==> config.mk <==
export PLATFORM = sky130hd
export DESIGN_NAME = uc_arbiter_wrap
export DESIGN_NICKNAME = d
export VERILOG_FILES = /design/src/rtl/uc_arbiter_wrap.sv
export SDC_FILE = /design/constraint.sdc
export NUM_CORES = 1
export LEC_CHECK = 0
export CAP_MARGIN = 0
export CORE_MARGIN = 2
export CORE_UTILIZATION = 45
export CTS_CLUSTER_DIAMETER = 200
export DETAILED_ROUTE_END_ITERATION = 16
export PLACE_DENSITY = 0.73
export SLEW_MARGIN = 20
export SYNTH_ARGS = -nofsm -noshare
export SYNTH_HDL_FRONTEND = slang
export SYNTH_SLANG_ARGS = --single-unit
==> constraint.sdc <==
create_clock -name clk -period 13 [get_ports clk]
set_clock_uncertainty 0.1 [all_clocks]
set_input_delay 1.95 -clock clk [delete_from_list [all_inputs] [get_ports clk]]
set_output_delay 1.95 -clock clk [all_outputs]
set_load 0.02 [all_outputs]
==> src/rtl/uc_arbiter_wrap.sv <==
// ---------------------------------------------------------------------------
// uc_arbiter_wrap -- unit-clause arbiter between clause memory and the BCP
// engines.
//
// It queues the initial unit literals that arrive from memory and broadcasts
// them one by one to every engine (state LOAD). After memory reports done and
// the queue has drained, it repeatedly picks the implied literal with the
// smallest variable index among the engine queue heads and broadcasts it
// (state ENG). A per-variable assignment table tracks every broadcast
// literal. A contradictory assignment raises a sticky conflict flag, which
// freezes the arbiter until reset.
//
// Handshake semantics: mem2uca is taken in any cycle where mem2uca_valid=1
// and the literal is legal. There is no back-pressure to memory; a push into
// a full queue is an overflow error and raises conflict. An engine head is a
// candidate when eng2uca_valid=1 and eng2uca_empty=0. A broadcast is a single
// cycle with uca2eng_pop=1: every engine enqueues uca2eng, and an engine
// whose head equals uca2eng retires that head. Any bit of uca2eng_full
// blocks the start of a new broadcast.
//
// Ports:
//   clk, rst        clock, synchronous active-high reset
//   mem2uca_valid   memory literal valid this cycle
//   mem2uca_done    memory finished sending (level)
//   mem2uca         memory unit literal (signed, +/-var, 0 = none)
//   eng2uca_min     packed engine head literals, engine i at [i*LW +: LW]
//   eng2uca_valid   per-engine head valid
//   eng2uca_empty   per-engine implication queue empty
//   uca2eng_full    per-engine input queue full (stalls broadcast)
//   uca2eng         broadcast literal (holds its value between strobes)
//   uca2eng_pop     broadcast strobe, one cycle
//   conflict        sticky conflict flag
//   dbg_state       current state (0 = LOAD, 1 = ENG)
//
// Optional build macro: UCA_DEDUP_EN. When it is defined, a memory literal
// that is already assigned with the same sign is dropped from the queue
// without a strobe. Engine-path repeats still strobe, because the engines
// need the strobe to retire their matching heads.
// ---------------------------------------------------------------------------
module uc_arbiter_wrap #(
    parameter int  NUM_ENGINE  = 4,
    parameter int  LIT_IDX_MAX = 64,
    parameter int  MEM_Q_DEPTH = 16,
    localparam int LW          = $clog2(LIT_IDX_MAX) + 1
) (
    input  logic                           clk,
    input  logic                           rst,
    input  logic                           mem2uca_valid,
    input  logic                           mem2uca_done,
    input  logic signed [LW-1:0]           mem2uca,
    input  logic signed [NUM_ENGINE*LW-1:0] eng2uca_min,
    input  logic [NUM_ENGINE-1:0]          eng2uca_valid,
    input  logic [NUM_ENGINE-1:0]          eng2uca_empty,
    input  logic [NUM_ENGINE-1:0]          uca2eng_full,
    output logic signed [LW-1:0]           uca2eng,
    output logic                           uca2eng_pop,
    output logic                           conflict,
    output logic                           dbg_state
);

    localparam int            AW      = $clog2(MEM_Q_DEPTH);
    localparam logic [LW-1:0] MAG_MAX = LW'(LIT_IDX_MAX);
    localparam logic [AW:0]   DEPTH_C = (AW+1)'(MEM_Q_DEPTH);

    typedef enum logic {
        ST_LOAD = 1'b0,
        ST_ENG  = 1'b1
    } state_t;

    // Magnitude of a signed literal as an unsigned value. The most negative
    // code maps to LIT_IDX_MAX, so every variable index fits in LW bits.
    function automatic logic [LW-1:0] mag_of(input logic signed [LW-1:0] lit);
        logic [LW-1:0] u;
        u = lit;
        return lit[LW-1] ? (~u + LW'(1)) : u;
    endfunction

    // Registered state
    state_t                state_q, state_d;
    logic signed [LW-1:0]  bcast_lit_q;
    logic                  bcast_pop_q;
    logic                  conflict_q, conflict_d;
    logic [LIT_IDX_MAX:0]  assigned_q;   // bit 0 is unused
    logic [LIT_IDX_MAX:0]  neg_q;        // 1 = variable assigned negative
    logic signed [LW-1:0]  fifo_mem [MEM_Q_DEPTH];
    logic [AW-1:0]         rd_ptr_q, wr_ptr_q;
    logic [AW:0]           fifo_cnt_q, fifo_cnt_d;

    // Engine candidate decode
    logic signed [LW-1:0]  head_lit [NUM_ENGINE];
    logic [LW-1:0]         head_mag [NUM_ENGINE];
    logic [NUM_ENGINE-1:0] cand;

    always_comb begin
        for (int i = 0; i < NUM_ENGINE; i++) begin
            head_lit[i] = eng2uca_min[i*LW +: LW];
            head_mag[i] = mag_of(head_lit[i]);
            cand[i]     = eng2uca_valid[i] && !eng2uca_empty[i] &&
                          (head_mag[i] != '0) && (head_mag[i] <= MAG_MAX);
        end
    end

    // Minimum-variable selection. The strict '<' keeps the lowest engine
    // index on ties. A second pass looks for the opposite polarity of the
    // chosen variable among the candidates.
    logic                 sel_found;
    logic signed [LW-1:0] sel_lit;
    logic [LW-1:0]        sel_mag;
    logic                 pair_clash;

    always_comb begin
        sel_found  = 1'b0;
        sel_lit    = '0;
        sel_mag    = '0;
        pair_clash = 1'b0;
        for (int i = 0; i < NUM_ENGINE; i++) begin
            if (cand[i] && (!sel_found || (head_mag[i] < sel_mag))) begin
                sel_found = 1'b1;
                sel_lit   = head_lit[i];
                sel_mag   = head_mag[i];
            end
        end
        for (int i = 0; i < NUM_ENGINE; i++) begin
            if (sel_found && cand[i] && (head_mag[i] == sel_mag) &&
                (head_lit[i][LW-1] != sel_lit[LW-1])) begin
                pair_clash = 1'b1;
            end
        end
    end

    // Broadcast decision for this cycle
    logic                 fifo_empty, fifo_full;
    logic [LW-1:0]        mem_mag;
    logic                 push_req, push_ok, overflow;
    logic                 in_load;
    logic signed [LW-1:0] cur_lit;
    logic [LW-1:0]        cur_mag;
    logic                 go, tab_hit, tab_clash, raise, bcast, pop_fifo, tab_wr;

    always_comb begin
        fifo_empty = (fifo_cnt_q == '0);
        fifo_full  = (fifo_cnt_q == DEPTH_C);
        mem_mag    = mag_of(mem2uca);
        push_req   = mem2uca_valid && (mem_mag != '0) && (mem_mag <= MAG_MAX) && !conflict_q;
        push_ok    = push_req && !fifo_full;
        overflow   = push_req && fifo_full;

        in_load = (state_q == ST_LOAD);
        cur_lit = in_load ? fifo_mem[rd_ptr_q] : sel_lit;
        cur_mag = mag_of(cur_lit);

        // The engine path skips the cycle right after a strobe so that the
        // engines can retire the head that was just broadcast.
        go = !conflict_q && (uca2eng_full == '0) &&
             (in_load ? !fifo_empty : (sel_found && !bcast_pop_q));

        tab_hit   = assigned_q[cur_mag];
        tab_clash = tab_hit && (neg_q[cur_mag] != cur_lit[LW-1]);
        raise     = go && (tab_clash || (!in_load && pair_clash));
        bcast     = go && !raise;
`ifdef UCA_DEDUP_EN
        if (in_load && tab_hit) begin
            bcast = 1'b0;
        end
`endif
        pop_fifo = go && in_load;
        tab_wr   = go && !raise;

        conflict_d = conflict_q || raise || overflow;

        state_d = state_q;
        if (in_load && mem2uca_done && fifo_empty && !push_req && !conflict_q) begin
            state_d = ST_ENG;
        end

        fifo_cnt_d = fifo_cnt_q;
        case ({push_ok, pop_fifo})
            2'b10:   fifo_cnt_d = fifo_cnt_q + (AW+1)'(1);
            2'b01:   fifo_cnt_d = fifo_cnt_q - (AW+1)'(1);
            default: fifo_cnt_d = fifo_cnt_q;
        endcase
    end

    // FSM, registered outputs, assignment table and FIFO pointers
    always_ff @(posedge clk) begin
        if (rst) begin
            state_q     <= ST_LOAD;
            bcast_lit_q <= '0;
            bcast_pop_q <= 1'b0;
            conflict_q  <= 1'b0;
            assigned_q  <= '0;
            neg_q       <= '0;
            rd_ptr_q    <= '0;
            wr_ptr_q    <= '0;
            fifo_cnt_q  <= '0;
        end else begin
            state_q     <= state_d;
            conflict_q  <= conflict_d;
            bcast_pop_q <= bcast;
            if (bcast) begin
                bcast_lit_q <= cur_lit;
            end
            if (tab_wr) begin
                assigned_q[cur_mag] <= 1'b1;
                neg_q[cur_mag]      <= cur_lit[LW-1];
            end
            if (push_ok) begin
                wr_ptr_q <= wr_ptr_q + AW'(1);
            end
            if (pop_fifo) begin
                rd_ptr_q <= rd_ptr_q + AW'(1);
            end
            fifo_cnt_q <= fifo_cnt_d;
        end
    end

    // FIFO storage needs no reset, because the pointers define its contents.
    always_ff @(posedge clk) begin
        if (push_ok) begin
            fifo_mem[wr_ptr_q] <= mem2uca;
        end
    end

    assign uca2eng     = bcast_lit_q;
    assign uca2eng_pop = bcast_pop_q;
    assign conflict    = conflict_q;
    assign dbg_state   = state_q;

endmodule

# Word-level counts from Yosys, hierarchy flattened
# Memory sizes are Yosys's and may differ from the RTL's. A register that Yosys moved wholly into a read port is not among the register bits.
# Index checks and enable logic that the tools add are counted.
# W data, S select, Z words.
# totals
elab_cells,158
memories,1
out_inout_bits,10
in_bits,51
ram_bits,112
reg_bits,153
# op_classes
order_cmp,10
n_reduce_logical,72
n_bitwise,8
eq_ne,12
n_mux,36
n_addsub,10
# memory_table
name,depth,word_bits,rd,rd_ports_with_merged_regs,wr,line,source
fifo_mem,16,7,1,1,1,85,logic signed [LW-1:0] fifo_mem [MEM_Q_DEPTH];
# op_table
operator,count
$mux W7,15
$bwmux W65,1
$or A65 B65 Y65,1
$logic_and A1 B1 Y1,45
$add A7 B1 Y7 const B,6
$not A7 Y7,6
$le A7 B7 Y1 const B,5
$reduce_bool A7 Y1,5
$eq A7 B7 Y1,4
$lt A7 B7 Y1,3
$bmux W1 S7,2
$mux W1,14
$logic_not A1 Y1,13
$pmux W5 S2,1
$add A4 B1 Y4 const B,2
$lt A7 B8 Y1 const B,1
$mux W4,2
$demux W1 S7,1
$ge A7 B1 Y1 const B,1
$logic_or A1 B1 Y1,6
$add A5 B1 Y5 const B,1
$eq A5 B5 Y1 const B,1
$logic_not A5 Y1,1
$ne A1 B1 Y1,5
other kinds (6),6

# Longest topological paths before layout
# logic_depth
word_depth,31
depth_mapped,50
depth_no_buf,42

# Least setup slack after synthesis
# OpenSTA, ideal clock, no wires.
# synth_path
kind,input -> register
from,in eng2uca_min[6]
to,reg bcast_lit_q[5] (netlist: uca2eng[5])
stages,46
path_slack_ps,1417
setup_ps,116
path_buffers,8
t_arrival_ps,11367
required_time_ps,12784
cell_sequence,clkbuf_1 > and4_1 > o211a_1 > nor2_1 > nand2b_1 > ha_1 > a211oi_1 > o21bai_1 > o211ai_1 > o21a_1 > clkbuf_1 > nor2_1 > a21oi_1 > ha_1 > a21oi_1 > o21ai_0 > nor3b_1 > o211ai_1 > (+10 left out) > o31ai_2 > clkinv_1 > clkbuf_1 > ha_1 > clkbuf_1 > a211o_1 > nand2_2 > buf_4 > mux4_2 > a21oi_1 > o21ai_0 > a31o_1 > a31o_1 > a31oi_4 > buf_6 > buf_6 > nand2_1 > a31o_2
# synth_between
elab_chain_len,31
elab_cells_between_ends,73
classes_between,add/sub: 2; order compare: 4; eq/ne: 9; mux: 24; bitwise: 2; reduce/logical: 32
# synth_rtl
item,line,source
from (decl),51,"input logic signed [NUM_ENGINE*LW-1:0] eng2uca_min,"
branches (longest 31 deep; another with $add A7 B1 Y7),-,
to (signal assigned),201,bcast_lit_q <= cur_lit;
to (decl),80,logic signed [LW-1:0] bcast_lit_q;
# Parallel ways; which one is timed is not known. The select of a mux whose other input is x is not followed.
# A chain may end at the register's enable or synchronous reset.

# Final worst setup path
# layout_path
from,in eng2uca_min[6]
to,reg neg_q[36]
# layout_between
elab_chain_len,31
elab_cells_between_ends,79
classes_between,add/sub: 2; order compare: 6; eq/ne: 9; mux: 27; bitwise: 2; reduce/logical: 33
# layout_rtl
item,line,source
branches (longest 31 deep; another with $add A7 B1 Y7),-,
"to (signal, indexed assignment)",205,neg_q[cur_mag] <= cur_lit[LW-1];
to (decl),84,logic [LIT_IDX_MAX:0] neg_q;
# Parallel ways; which one is timed is not known. The select of a mux whose other input is x is not followed.

==> impl_metrics.py <==
metrics = {
    "run_status": {
        "status": "complete, no violations",
    },
    "worst_setup_path": {
        "worstSetupPathType": "input pin to flip-flop",
        "cp.arrival_ps": 12600,
        "cp_common_cell": "ha_1",
        "end_kind": "flip-flop",
        "worstPathMaxFanout": 35,
        "slowest_delay_ps": 700,
        "start_kind": "input pin",
        "worstPathRequired_ps": 13340,
        "cp_slowest_cell": "clkdlybuf4s50_1",
    },
    "floorplan": {
        "floorplan.rows": 65,
        "die_y_um": 183,
        "io_pins": 61,
        "core-area_um2": 31600,
        "die_x_um": 183,
        "dieArea_um2": 33600,
        "start_util_pct": 45.7,
    },
    "detailed_routing": {
        "post_drt_wl_per_cell_um": 21.8,
        "vias_per_cell": 6.44,
        "route.detailed.drc": 0,
        "drt_iter0_drc": 1333,
        "ant_nets": 0,
        "vias": 11538,
        "drt-total-wl_um": 39100,
        "drt_pass1_iterations": 5,
    },
    "global_route": {
        "grtUsageMet1_pct": 32.9,
        "grt_pass1_vias": 10981,
        "grt_overflow": 0,
        "busiest_layer": "met2",
        "grt_use_met3_pct": 3.18,
        "grt_max_degree": 85,
        "antenna_found_initial": 0,
        "met2_usage_pct": 36.6,
        "grt_pass1_wl_um": 61900,
        "groute.usage.overall_pct": 23.1,
    },
    "clocking": {
        "holdBufCountCts": 0,
        "cts_tree": "built",
        "clkSlewWorstSetupHoldPaths_ps": 60,
        "clockBufferDepth": 3,
        "clk_latency_ps": 540,
        "cts_root_buffer": "clkbuf_16",
        "clock_sinks": 269,
        "cts_htree_levels": 1,
        "cts-buffers-inserted": 28,
    },
    "sta": {
        "rsz0062_at_grt": "no",
        "slew_violations": 0,
        "worst_pin_slew_ps": 1030,
        "fin_crit_ps": 12250,
        "setup_viol": 0,
        "hold_viol_final": 0,
        "slew_headroom_pct": 30.6,
        "clock.fmax_mhz": 81.6,
        "period_share_pct": 94.3,
        "setup_tns_ps": 0,
    },
    "pwr": {
        "ir_drop_v": 0.000108,
        "p_per_area_nw_per_um2": 139,
        "p_leak_uw": 0.00545,
    },
    "hold_path": {
        "min_path_type": "flip-flop to flip-flop",
    },
    "cells_and_area": {
        "final_cells": 1793,
        "n_antenna_cell": 0,
        "nets": 1455,
        "syn2layout_area_growth_pct": 12.9,
        "nFillCells": 2710,
        "drive_above_1_share_pct": 13.2,
    },
    "yosys": {
        "synth_area_um2": 14500,
        "synth_cell_type_count": 93,
        "synth-seq-cells": 269,
        "synth_edf_count": 112,
        "avgSynthCellArea_um2": 10.8,
        "synthCells": 1339,
        "synth_flop_cell": "dfxtp_1",
        "yosys_warnings": 0,
        "synth_seq_area_share_pct": 45.0,
        "synth_nets": 1424,
        "async_flop_share_pct": 0,
    },
    "placement": {
        "port_buffers": 60,
        "hpwlAfterDp_um": 27600,
        "gp_congestion": 0.952,
        "dp_cells": 1741,
    },
    "job": {
        "drv_cap": 0,
    },
}
-- Yosys cell counts, types with 7 or more instances --
library cell,instances,share of area [%]
dfxtp_1,157,22
edfxtp_1,112,23
nand2_1,92,2.4
nor2_1,84,2.2
clkbuf_1,65,1.7
o2bb2ai_1,60,3.6
a311oi_1,55,3.3
mux4_2,51,7.9
a31oi_1,50,2.2
a21oi_1,48,1.7
inv_1,47,1.2
xnor2_1,37,2.2
o21ai_0,34,1.2
ha_1,33,2.9
nor3_1,28,0.97
mux2i_1,25,1.7
a41oi_1,23,1.4
and2_1,20,0.86
xor2_1,20,1.2
nand3_1,18,0.62
nand2b_1,17,0.73
and3_1,15,0.65
nand4_1,15,0.65
buf_2,14,0.48
or3_1,12,0.52
a31o_2,10,0.61
o22ai_1,9,0.39
buf_4,8,0.42
buf_6,8,0.62
mux2_2,8,0.62
nor4_1,8,0.35
a211oi_1,7,0.36
a21o_1,7,0.36
a41o_1,7,0.48
-- layout make-up --
cell class                 instances  area [µm²]  area share [%]
inverter                          48         180            1.10
clock inverter                    10        70.1           0.429
tap                              402         503            3.08
multi-input combinational        923        7340            44.9
sequential                       269        6510            39.8
clock buffer                      41         811            4.96
timing repair buffer             100         921            5.64
-- per-layer routing --
metal  vias up  routed length [µm]
li1       5332                   -
met1      5593               17300
met2       512               17700
met3       101                2950
met4         0                1210
met5         -                   0
-- kinds of logic (layout without fill, tap and decap cells) --
kind of cell | count (synthesis) | count (layout) | share of synthesized area [%]
AOI/OAI and AO/OA | 395 | 395 | 21.2
xor gates and xnor gates | 57 | 57 | 3.45
adders and majority gates | 34 | 34 | 2.99
buffers and inverters | 147 | 199 | 4.56
DFF | 269 | 269 | 45.0
muxes | 86 | 86 | 10.5
and+or+nand+nor | 351 | 351 | 12.3
-- state kept, by name, indices dropped and copies added, names as in the netlist, named ones only --
name	flops
neg_q	65
fifo_mem	112
rd_ptr_q	4
wr_ptr_q	4
uca2eng	7
fifo_cnt_q	5
uca2eng_pop	1
conflict	1
dbg_state	1
assigned_q	65
-- placed cells by master (no fill, tap or decap), types with 6 or more instances in the layout --
cell and count:
inv_1 46, a2bb2oi_1 6, dfxtp_1 156, nand2_1 92, nand3_1 18, o22ai_1 9
mux4_2 51, mux2_2 8, mux2i_1 25, a21o_1 6, nand2b_1 17, nor2b_1 6
clkbuf_16 29, nor4_1 7, a31o_2 10, nand4_1 15, a41o_1 7, nor2_1 80
clkbuf_1 8, o31ai_1 6, a21oi_1 48, ha_1 33, nor3_1 28, a31oi_1 50
o2bb2ai_1 60, xor2_1 20, and2_1 20, edfxtp_1 112, a311oi_1 55, xnor2_1 37
a211oi_1 7, clkdlybuf4s50_1 59, a41oi_1 23, or3_1 12, buf_4 38, and3_1 15
o21ai_0 34, and4_1 6
-- through the flow --
step | power (µW) | setup WS, ps | hold WS [ps] | utilization (%) | area, µm²
after global placement | 1490 | 347 | 334 | 48.8 | 15400
after detailed placement | 1500 | 3.57 | 340 | 48.8 | 15400
after floorplan | 1350 | 1420 | 322 | - | 14500
after global routing | 2350 | 14.5 | 381 | 51.6 | 16300
final | 2270 | 746 | 345 | 51.6 | 16300
after CTS | 2260 | 537 | 347 | 51.6 | 16300
-- where the power goes --
group | leakage, µW | internal, µW | switching [µW]
registers | 0.00228 | 888 | 7.22
logic | 0.00274 | 206 | 401
clock network | 0.000436 | 448 | 318
-- worst max-delay path, delay by kind of cell --
family | cells | cell delay (ps)
AO/OA/AOI/OAI | 21 | 4830
multiplexers | 1 | 350
buffers and inverters | 5 | 1570
adder cells (fa/ha/maj) | 4 | 1270
AND/OR/NAND/NOR | 12 | 2580
-- path summary, 6_finish.rpt --
check / depth (start not counted) / startpoint / end / slack (ps)
worst min-delay path: 2 / assigned_q[50] / assigned_q[50] / 340
worst max register to register: 23 / flip-flop / neg_q[36] / 6480
worst max-delay path: 43 / eng2uca_min[6] / neg_q[36] / 750
worst min register to register: 2 / assigned_q[50] / assigned_q[50] / 340
-- repair_timing --
item,CTS,global route
gates resized for setup,0,2
setup endpoints to repair,0,70
buffers inserted,0,1
Power figures use the tool's default switching activity.
